<file path="src/rtl/rggen_bit_field_rc_counter_if.sv">
// Register-block bit field bus: valid/masks/write data in, read data and raw value out.
// Ports: valid, read_mask, write_mask, write_data (to field); read_data, value (from field).
interface rggen_bit_field_if #(
  parameter int WIDTH = 32
);
  logic             valid;
  logic [WIDTH-1:0] read_mask;
  logic [WIDTH-1:0] write_mask;
  logic [WIDTH-1:0] write_data;
  logic [WIDTH-1:0] read_data;
  logic [WIDTH-1:0] value;

  modport master (
    output valid,
    output read_mask,
    output write_mask,
    output write_data,
    input  read_data,
    input  value
  );

  modport bit_field (
    input  valid,
    input  read_mask,
    input  write_mask,
    input  write_data,
    output read_data,
    output value
  );
endinterface

</file>
<file path="src/rtl/rggen_bit_field_rc_counter.sv">
// Read-to-clear event counter field: {overflow, count}, optional saturation, threshold flag.
// Ports: i_clk, i_rst_n, bit_field_if, i_enable, i_inc, i_clear, i_threshold, o_value, o_overflow, o_threshold_hit.
module rggen_bit_field_rc_counter #(
  parameter int               WIDTH         = 16,
  parameter int               INC_WIDTH     = 1,
  parameter bit               SATURATE      = 1'b1,
  parameter logic [WIDTH-1:0] INITIAL_VALUE = '0
) (
  input  logic                 i_clk,
  input  logic                 i_rst_n,
  rggen_bit_field_if.bit_field bit_field_if,
  input  logic                 i_enable,
  input  logic [INC_WIDTH-1:0] i_inc,
  input  logic                 i_clear,
  input  logic [WIDTH-1:0]     i_threshold,
  output logic [WIDTH-1:0]     o_value,
  output logic                 o_overflow,
  output logic                 o_threshold_hit
);

  logic             read;
  logic             clear_req;
  logic             update;
  logic [WIDTH:0]   base;
  logic [WIDTH:0]   add;
  logic [WIDTH:0]   sum;
  logic             carry;
  logic [WIDTH-1:0] count_q;
  logic [WIDTH-1:0] count_d;
  logic             ovf_q;
  logic             ovf_d;
  logic             hit_q;
  logic             hit_d;
  logic             write_unused;

  // Field is read-only; write side of the bus is intentionally ignored.
  assign write_unused = ^{bit_field_if.write_mask, bit_field_if.write_data};

  assign read      = bit_field_if.valid && (bit_field_if.read_mask != '0);
  assign clear_req = read || i_clear;

  assign base = clear_req ? '0 : {1'b0, count_q};
  assign add  = i_enable
              ? {{(WIDTH+1-INC_WIDTH){1'b0}}, i_inc}
              : '0;
  assign sum   = base + add;
  assign carry = sum[WIDTH];

  // Increments landing in a clear cycle count after the clear.
  assign update = clear_req || (add != '0);

  always_comb begin
    count_d = sum[WIDTH-1:0];
    if (carry && SATURATE) begin
      count_d = '1;
    end
    ovf_d = (clear_req ? 1'b0 : ovf_q) | carry;
    hit_d = (i_threshold != '0) && (count_d >= i_threshold);
  end

  always_ff @(posedge i_clk or negedge i_rst_n) begin
    if (!i_rst_n) begin
      count_q <= INITIAL_VALUE;
      ovf_q   <= 1'b0;
      hit_q   <= 1'b0;
    end else if (update) begin
      count_q <= count_d;
      ovf_q   <= ovf_d;
      hit_q   <= hit_d;
    end
  end

  assign bit_field_if.value     = {ovf_q, count_q};
  assign bit_field_if.read_data = {ovf_q, count_q}
                                & bit_field_if.read_mask;

  assign o_value         = count_q;
  assign o_overflow      = ovf_q;
  assign o_threshold_hit = hit_q;

endmodule

</file>
<file path="src/flat_wrapper.sv">
// flat-port wrapper written by rule: the top's interface ports become plain ports
module rggen_bit_field_rc_counter_flat 
#(
  parameter int               WIDTH         = 16,
  parameter int               INC_WIDTH     = 1,
  parameter bit               SATURATE      = 1'b1,
  parameter logic [WIDTH-1:0] INITIAL_VALUE = '0
)
  (i_clk, i_rst_n, i_enable, i_inc, i_clear, i_threshold, o_value, o_overflow, o_threshold_hit, bit_field_if_valid, bit_field_if_read_mask, bit_field_if_write_mask, bit_field_if_write_data, bit_field_if_read_data, bit_field_if_value);
  rggen_bit_field_if #(.WIDTH(WIDTH)) bit_field_if_i ();
  input  logic i_clk;
  input  logic i_rst_n;
  input  logic i_enable;
  input  logic [INC_WIDTH-1:0] i_inc;
  input  logic i_clear;
  input  logic [WIDTH-1:0] i_threshold;
  output logic [WIDTH-1:0] o_value;
  output logic o_overflow;
  output logic o_threshold_hit;
  input wire logic [$bits(bit_field_if_i.valid)-1:0] bit_field_if_valid;
  input wire logic [$bits(bit_field_if_i.read_mask)-1:0] bit_field_if_read_mask;
  input wire logic [$bits(bit_field_if_i.write_mask)-1:0] bit_field_if_write_mask;
  input wire logic [$bits(bit_field_if_i.write_data)-1:0] bit_field_if_write_data;
  output wire logic [$bits(bit_field_if_i.read_data)-1:0] bit_field_if_read_data;
  output wire logic [$bits(bit_field_if_i.value)-1:0] bit_field_if_value;
  assign bit_field_if_i.valid = bit_field_if_valid;
  assign bit_field_if_i.read_mask = bit_field_if_read_mask;
  assign bit_field_if_i.write_mask = bit_field_if_write_mask;
  assign bit_field_if_i.write_data = bit_field_if_write_data;
  assign bit_field_if_read_data = bit_field_if_i.read_data;
  assign bit_field_if_value = bit_field_if_i.value;
  rggen_bit_field_rc_counter #(.WIDTH(WIDTH), .INC_WIDTH(INC_WIDTH), .SATURATE(SATURATE), .INITIAL_VALUE(INITIAL_VALUE)) u_core (.i_clk(i_clk), .i_rst_n(i_rst_n), .bit_field_if(bit_field_if_i), .i_enable(i_enable), .i_inc(i_inc), .i_clear(i_clear), .i_threshold(i_threshold), .o_value(o_value), .o_overflow(o_overflow), .o_threshold_hit(o_threshold_hit));
endmodule
</file>
<file path="config.mk">
export PLATFORM = sky130hd
export DESIGN_NAME = rggen_bit_field_rc_counter_flat
export DESIGN_NICKNAME = d
export VERILOG_FILES = /design/src/rtl/rggen_bit_field_rc_counter_if.sv /design/src/rtl/rggen_bit_field_rc_counter.sv /design/src/flat_wrapper.sv
export SDC_FILE = /design/constraint.sdc
export NUM_CORES = 1
export LEC_CHECK = 0
export CAP_MARGIN = 15
export CORE_MARGIN = 2
export CORE_UTILIZATION = 62
export DETAILED_ROUTE_END_ITERATION = 10
export DONT_BUFFER_PORTS = 1
export GPL_TIMING_DRIVEN = 0
export PLACE_DENSITY = 0.87
export SYNTH_ARGS = -nofsm -noshare
export SYNTH_HDL_FRONTEND = slang
export SYNTH_SLANG_ARGS = --single-unit
</file>
<file path="constraint.sdc">
create_clock -name i_clk -period 4.19 [get_ports i_clk]
set_input_delay 0.6285 -clock i_clk [delete_from_list [all_inputs] [get_ports i_clk]]
set_output_delay 0.6285 -clock i_clk [all_outputs]
set_load 0.005 [all_outputs]
</file>
==> reports/metrics.yaml, run 1 <==
yosys:
  synth.distinct_cells: 53
  ys_seq_elements: 18
  synthCells: 243
  yosysTopAreaCell: "dfrtp_1"
  synth-edff-count: 0
  synthTopCellsByArea: "dfrtp_1 23%, ha_1 11%, a21oi_1 7.1%"
  ys.flop_type: "dfrtp_1"
  syn_area_sq_mm: 0.00198
  syn_avg_cell_area_sq_um: 8.15
  syn-num-nets: 331
  yosysSeqAreaShare_pct: 22.8
  synth_top_area_share_pct: 22.8
  async_flop_share_pct: 100
  yosys_warnings: 0
clock_tree:
  cts_tree: "yes"
  path_clk_slew_ns: 0.12
  cts_buffers: 3
  clockRootBuffer: "clkbuf_4"
  clk_latency_ns: 0.31
  htreeDepth: 1
  clockBufferDepth: 2
  cts.sinks: 18
place:
  dp_slack_ns: -0.825
  gp_congestion: 0.873
  port_buffers: 0
  post-place-cells: 287
  post-dp-hpwl_mm: 3.86
sta:
  fin_tns_setup_ns: 0
  period_needed_ns: 4.01
  fin_skew_ns: 0.0117
  max-slew-margin-rel_pct: 65.2
  drv_slew: 0
  setup_violations: 0
  final-hold-violation-count: 0
  layout_setup_ws_ns: 0.181
  max_freq_ghz: 0.249
  finalCritPeriodShare_pct: 95.7
  tightest_slew_ns: 0.520
worst_setup_path:
  endpoint_kind: "register"
  path_class: "input port to register"
  cp-start-kind: "input port"
  worst_ep_arrival_time_ns: 4.21
  required_ns: 4.39
  r2r_slack_ns: 0.71
  critPathMaxFanout: 8
route:
  top_layer_used: "met4"
  routed_via_density: 6.33
  wirelength_mm: 5.06
  vias: 1860
  routed-wl-met2_mm: 2.44
  drc: 0
  wl_met3_um: 393
  drt-wirelength-per-cell_um: 17.2
  dr.pass1.iters: 4
  drt_iter0_markers: 71
  postRouteAntennaNets: 0
  drt-met1-wl_mm: 2.12
final_layout:
  antenna_cells: 0
  drive_gt1_share_pct: 20.0
  syn_to_final_growth_pct: 9.80
  nets: 339
  final_common_cell: "a21oi_1"
  final_cells: 294
  final_core_util_pct: 71.2
  layout_common_cells: "28 x a21oi_1, 19 x inv_1, 19 x buf_4"
floorplanning:
  dieArea_sq_mm: 0.00366
  die_h_um: 60.5
  num_rows: 20
  die_w_um: 60.5
  start_util_pct: 64.8
  ios: 120
  core_sq_mm: 0.00305
global_routing:
  grt_pass1_wl_mm: 7.94
  grt_use_total_pct: 29.1
  antenna_found_initial: 0
  grt_max_degree: 19
  grt_overflow: 0
  grt_pass1_vias: 1711
power_and_ir_drop:
  ir_worst_vdd_uv: 77.4
  pwr_density_cell_mw_per_mm2: 157
  finalPower_mw: 0.342
  p_leak_nw: 0.941
worst_hold_path:
  min_path_type: "register to register"
status:
  status: "completed"
run:
  maxCapViolations: 0
## stage by stage
stage          instance area, sq um  hold slack, ns
4_1_cts                        2120         0.00784
3_3_place_gp                   2040           0.333
3_5_place_dp                   2040           0.333
2_1_floorplan                  1980           0.333
6_report                       2170           0.541
5_1_grt                        2170           0.570
## synthesized netlist by cell type (3+ instances only)
cell / count
nor2_1: 7
inv_1: 19
o21a_1: 3
and2_1: 17
o21ai_0: 7
buf_2: 3
dfrtp_1: 18
nor3_1: 8
and3_1: 3
nand3_1: 7
a21oi_1: 28
and4_1: 3
nand2_1: 17
nor4_1: 8
xnor2_1: 8
a311oi_1: 3
buf_4: 16
clkbuf_1: 5
ha_1: 18
## timing repair
item	CTS	global route
setup buffers	2	1
endpoints found under the hold margin	10	8
hold buffers	1	1
pin swaps	1	0
setup endpoints to repair	1	1
resized for setup	6	5
cloned	0	0
## critical path, cell delays in order
cell	delay, ns
nor4_4	0.30
a41oi_1	0.19
nor2_2	0.16
and2_1	0.13
ha_1	0.21
ha_4	0.19
nand4_1	0.17
or3_1	0.36
buf_6	0.15
nor2_4	0.19
a21oi_1	0.11
ha_1	0.28
or3b_2	0.44
o2111ai_1	0.12
a21oi_1	0.10
a2111oi_2	0.35
o21ai_0	0.13
## final timing paths
kind                                               from                             to  depth (start not counted)
setup / recovery              bit_field_if_read_mask[6]         u_core.o_threshold_hit                         17
hold / removal                        u_core.o_overflow              u_core.o_overflow                          2
setup reg to reg           u_core.bit_field_if.value[0]         u_core.o_threshold_hit                         14
hold reg to reg                       u_core.o_overflow              u_core.o_overflow                          2
max in group asynchronous                       i_rst_n  u_core.bit_field_if.value[15]                          1
min in group asynchronous                       i_rst_n   u_core.bit_field_if.value[9]                          1
## cells by family after synthesis
group / Yosys count / share of synthesized area, %
and+or+nand+nor: 83 / 25.9
AOI/OAI and AO/OA: 65 / 21.4
buffers and inverters: 46 / 12.3
adders and majority gates: 18 / 11.4
DFF: 18 / 22.8
xor gates and xnor gates: 10 / 4.43
muxes: 3 / 1.83
## layer usage
metal	global-route usage, %	up-vias
met2	46.3	97
met5	0	-
met4	11.5	0
met3	3.62	13
li1	-	880
met1	40.5	870
## registers in the layout (all words and copies together) (netlist names)
name                       cells
u_core.o_threshold_hit         1
u_core.bit_field_if.value     16
u_core.o_overflow              1
## final cells by class
type / count / area [sq um]
Buffer: 24 / 161
Clock buffer: 4 / 36.3
Fill cell: 262 / 880
Inverter: 20 / 75.1
Multi-Input combinational cell: 179 / 1350
Sequential cell: 18 / 450
Tap cell: 44 / 55.1
Timing Repair Buffer: 5 / 42.5
## report_power, final
part           internal [mW]  total [mW]  switching, mW
Clock                 0.0531       0.113         0.0597
Sequential             0.176       0.179        0.00303
Combinational         0.0208      0.0504         0.0296
Total                  0.250       0.342         0.0924
Power figures use the tool's default switching activity.
==> run 2: changes to the inputs <==
- CAP_MARGIN: 15 -> 40
- MAX_ROUTING_LAYER: not set -> met4
==> run 2 against run 1 <==
Critical path type unchanged. Sequential share of layout area about the same. Design area is 0.23% higher. Critical endpoint unchanged. Critical path depth unchanged. Highest routed layer unchanged. Sequential power about the same. Largest power group unchanged. Non-clock buffer count is 1 higher.
==> reports/metrics.yaml, run 2 (synthesis gave the netlist of run 1 again) <==
sta:
  fin_tns_setup_ns: 0  # unchanged
  period_needed_ns: 3.99  # -0.0150 ns
  final-hold-violation-count: 0  # unchanged
  drv_slew: 0  # unchanged
  max-slew-margin-rel_pct: 65.0  # -0.14 points
  setup_violations: 0  # unchanged
  finalCritPeriodShare_pct: 95.3  # -0.36 points
  fin_skew_ns: 0.0134  # +0.00175 ns
  max_freq_ghz: 0.250  # +0.38%
  tightest_slew_ns: 0.522  # +0.00207 ns
route:
  vias: 1866  # +0.32%
  postRouteAntennaNets: 0  # unchanged
  drt_iter0_markers: 83  # +17%
  dr.pass1.iters: 4  # unchanged
  routed_via_density: 6.33  # about the same
  drt-wirelength-per-cell_um: 17.3  # +0.57%
  drc: 0  # unchanged
  wirelength_mm: 5.11  # +0.91%
clock_tree:
  cts.sinks: 18  # unchanged
  clockRootBuffer: "clkbuf_4"
  cts_tree: "yes"
  htreeDepth: 1  # unchanged
  path_clk_slew_ns: 0.12  # about the same
  clockBufferDepth: 2  # unchanged
  clk_latency_ns: 0.32  # about the same
  cts_buffers: 3  # unchanged
final_layout:
  final_common_cell: "a21oi_1"
  seq_area_sq_um: 450  # unchanged
  final_core_util_pct: 71.4  # +0.16 points
  drive_gt1_share_pct: 20.3  # +0.32 points
  antenna_cells: 0  # unchanged
  multi_input_area_sq_mm: 0.00135  # unchanged
  syn_to_final_growth_pct: 10.1
  n_fill_cell: 261  # -0.38%
  nets: 340  # +0.29%
  largest_register_ffs: 16  # unchanged
  layout_common_cells: "28 x a21oi_1, 19 x inv_1, 19 x buf_4"
run:
  maxCapViolations: 0  # unchanged
place:
  gp_congestion: 0.887  # +1.6%
  port_buffers: 0  # unchanged
  post-dp-hpwl_mm: 3.86  # unchanged
power_and_ir_drop:
  pwr_density_cell_mw_per_mm2: 158  # +0.27%
  comb_power_share_pct: 14.7  # about the same
  p_switching_mw: 0.0940  # +1.8%
  pwr-share-seq_pct: 52.0  # -0.3 points
  clockPowerShare_pct: 33.3  # +0.3 points
  ir_worst_vdd_uv: 78.4  # +1.3%
  p_leak_nw: 0.945  # +0.39%
  p_int_mw: 0.250  # about the same
  p_sw_share_pct: 27.3  # +0.34 points
worst_hold_path:
  hold_end: "u_core.o_overflow"
  min_from: "u_core.o_overflow"
  hold_depth: 2  # unchanged
  min_path_type: "register to register"
global_routing:
  grt_pass1_wl_mm: 7.93  # about the same
  antenna_found_initial: 0  # unchanged
  grt_overflow: 0  # unchanged
  grt_pass1_vias: 1716  # +0.29%
  grt_use_total_pct: 30.0  # +0.84 points
  grt_max_degree: 19  # unchanged
floorplanning:
  die_h_um: 60.5  # unchanged
  num_rows: 20  # unchanged
  dieArea_sq_mm: 0.00366  # unchanged
  die_w_um: 60.5  # unchanged
  ios: 120  # unchanged
  start_util_pct: 64.8  # unchanged
  core_sq_mm: 0.00305  # unchanged
worst_setup_path:
  r2r-end: "u_core.o_threshold_hit"
  required_ns: 4.40  # about the same
  path_class: "input port to register"
  r2r_slack_ns: 0.72  # about the same
  r2r-start: "u_core.bit_field_if.value[0]"
  critPathMaxFanout: 8  # unchanged
  cp-start-kind: "input port"
  endpoint_kind: "register"
  worstRegToRegCells: 14  # unchanged
  worst_ep_arrival_time_ns: 4.20  # about the same
status:
  status: "completed"
run 2: cell count changes in the layout (fill, tap and decap cells not counted), sizes merged:
cell    before  now
clkbuf       7    8
run 2: layer usage:
metal	global-route usage, %	wire (um)
met1	40.7	2170
met2	46.3	2450
met5	-	0
met4	11.5	115
met3	2.99	372
run 2: power by group through the flow:
stage / clock (mW) / sequential (mW) / combinational (mW)
detailed placement: 0 / 0.182 / 0.0426
finish: 0.115 / 0.179 / 0.0504
global route: 0.120 / 0.179 / 0.0566
floorplan: 0 / 0.182 / 0.0334
CTS: 0.111 / 0.179 / 0.0470
global placement: 0 / 0.182 / 0.0418
run 2: worst max-delay path, cell delays in order:
cell       delay (ns)
nor4_4           0.31
a41oi_1          0.19
nor2_2           0.16
and2_1           0.13
ha_1             0.21
ha_4             0.19
nand4_1          0.17
or3_1            0.37
buf_6            0.15
nor2_4           0.16
a21oi_1          0.11
ha_1             0.28
or3b_2           0.44
o2111ai_1        0.12
a21oi_1          0.10
a2111oi_2        0.35
o21ai_0          0.13
run 2: cell type report:
| class | count | area share (%) |
|---|---|---|
| Timing Repair Buffer | 5 | 1.95 |
| Tap cell | 44 | 2.53 |
| Buffer | 25 | 7.64 |
| Multi-Input combinational cell | 179 | 62.1 |
| Sequential cell | 18 | 20.7 |
| Inverter | 20 | 3.45 |
| Clock buffer | 4 | 1.67 |
run 2: repair_timing:
item,4_1_cts,5_1_grt
setup buffers,2,1
hold endpoints to repair,10,8
gates resized for setup,6,7
pin swaps,1,1
hold buffers,1,1
setup endpoints to repair,1,1
run 2: how the worst max path moves through the flow:
stage | start | endpoint | slack [ns] | depth (start not counted)
2_1_floorplan | bit_field_if_read_mask[6] | u_core.o_threshold_hit | 0.07 | 17
5_1_grt | bit_field_if_read_mask[5] | u_core.o_threshold_hit | -0.04 | 16
6_report | bit_field_if_read_mask[6] | u_core.o_threshold_hit | 0.20 | 17
3_5_place_dp | bit_field_if_read_mask[5] | u_core.o_threshold_hit | -0.83 | 16
4_1_cts | bit_field_if_read_mask[5] | u_core.o_threshold_hit | 0.002 | 17
3_3_place_gp | bit_field_if_read_mask[5] | u_core.o_threshold_hit | -0.75 | 16
run 2: through the flow:
step / cell area [sq um] / total power, mW / hold slack (ns) / cells / setup slack [ns]
finish: 2180 / 0.344 / 0.548 / 295 / 0.196
global route: 2180 / 0.355 / 0.570 / 295 / -0.0414
CTS: 2120 / 0.337 / 0.00784 / 293 / 0.00211
detailed placement: 2040 / 0.225 / 0.333 / 287 / -0.825
global placement: 2040 / 0.224 / 0.333 / 287 / -0.749
floorplan: 1980 / 0.215 / 0.333 / 243 / 0.0700
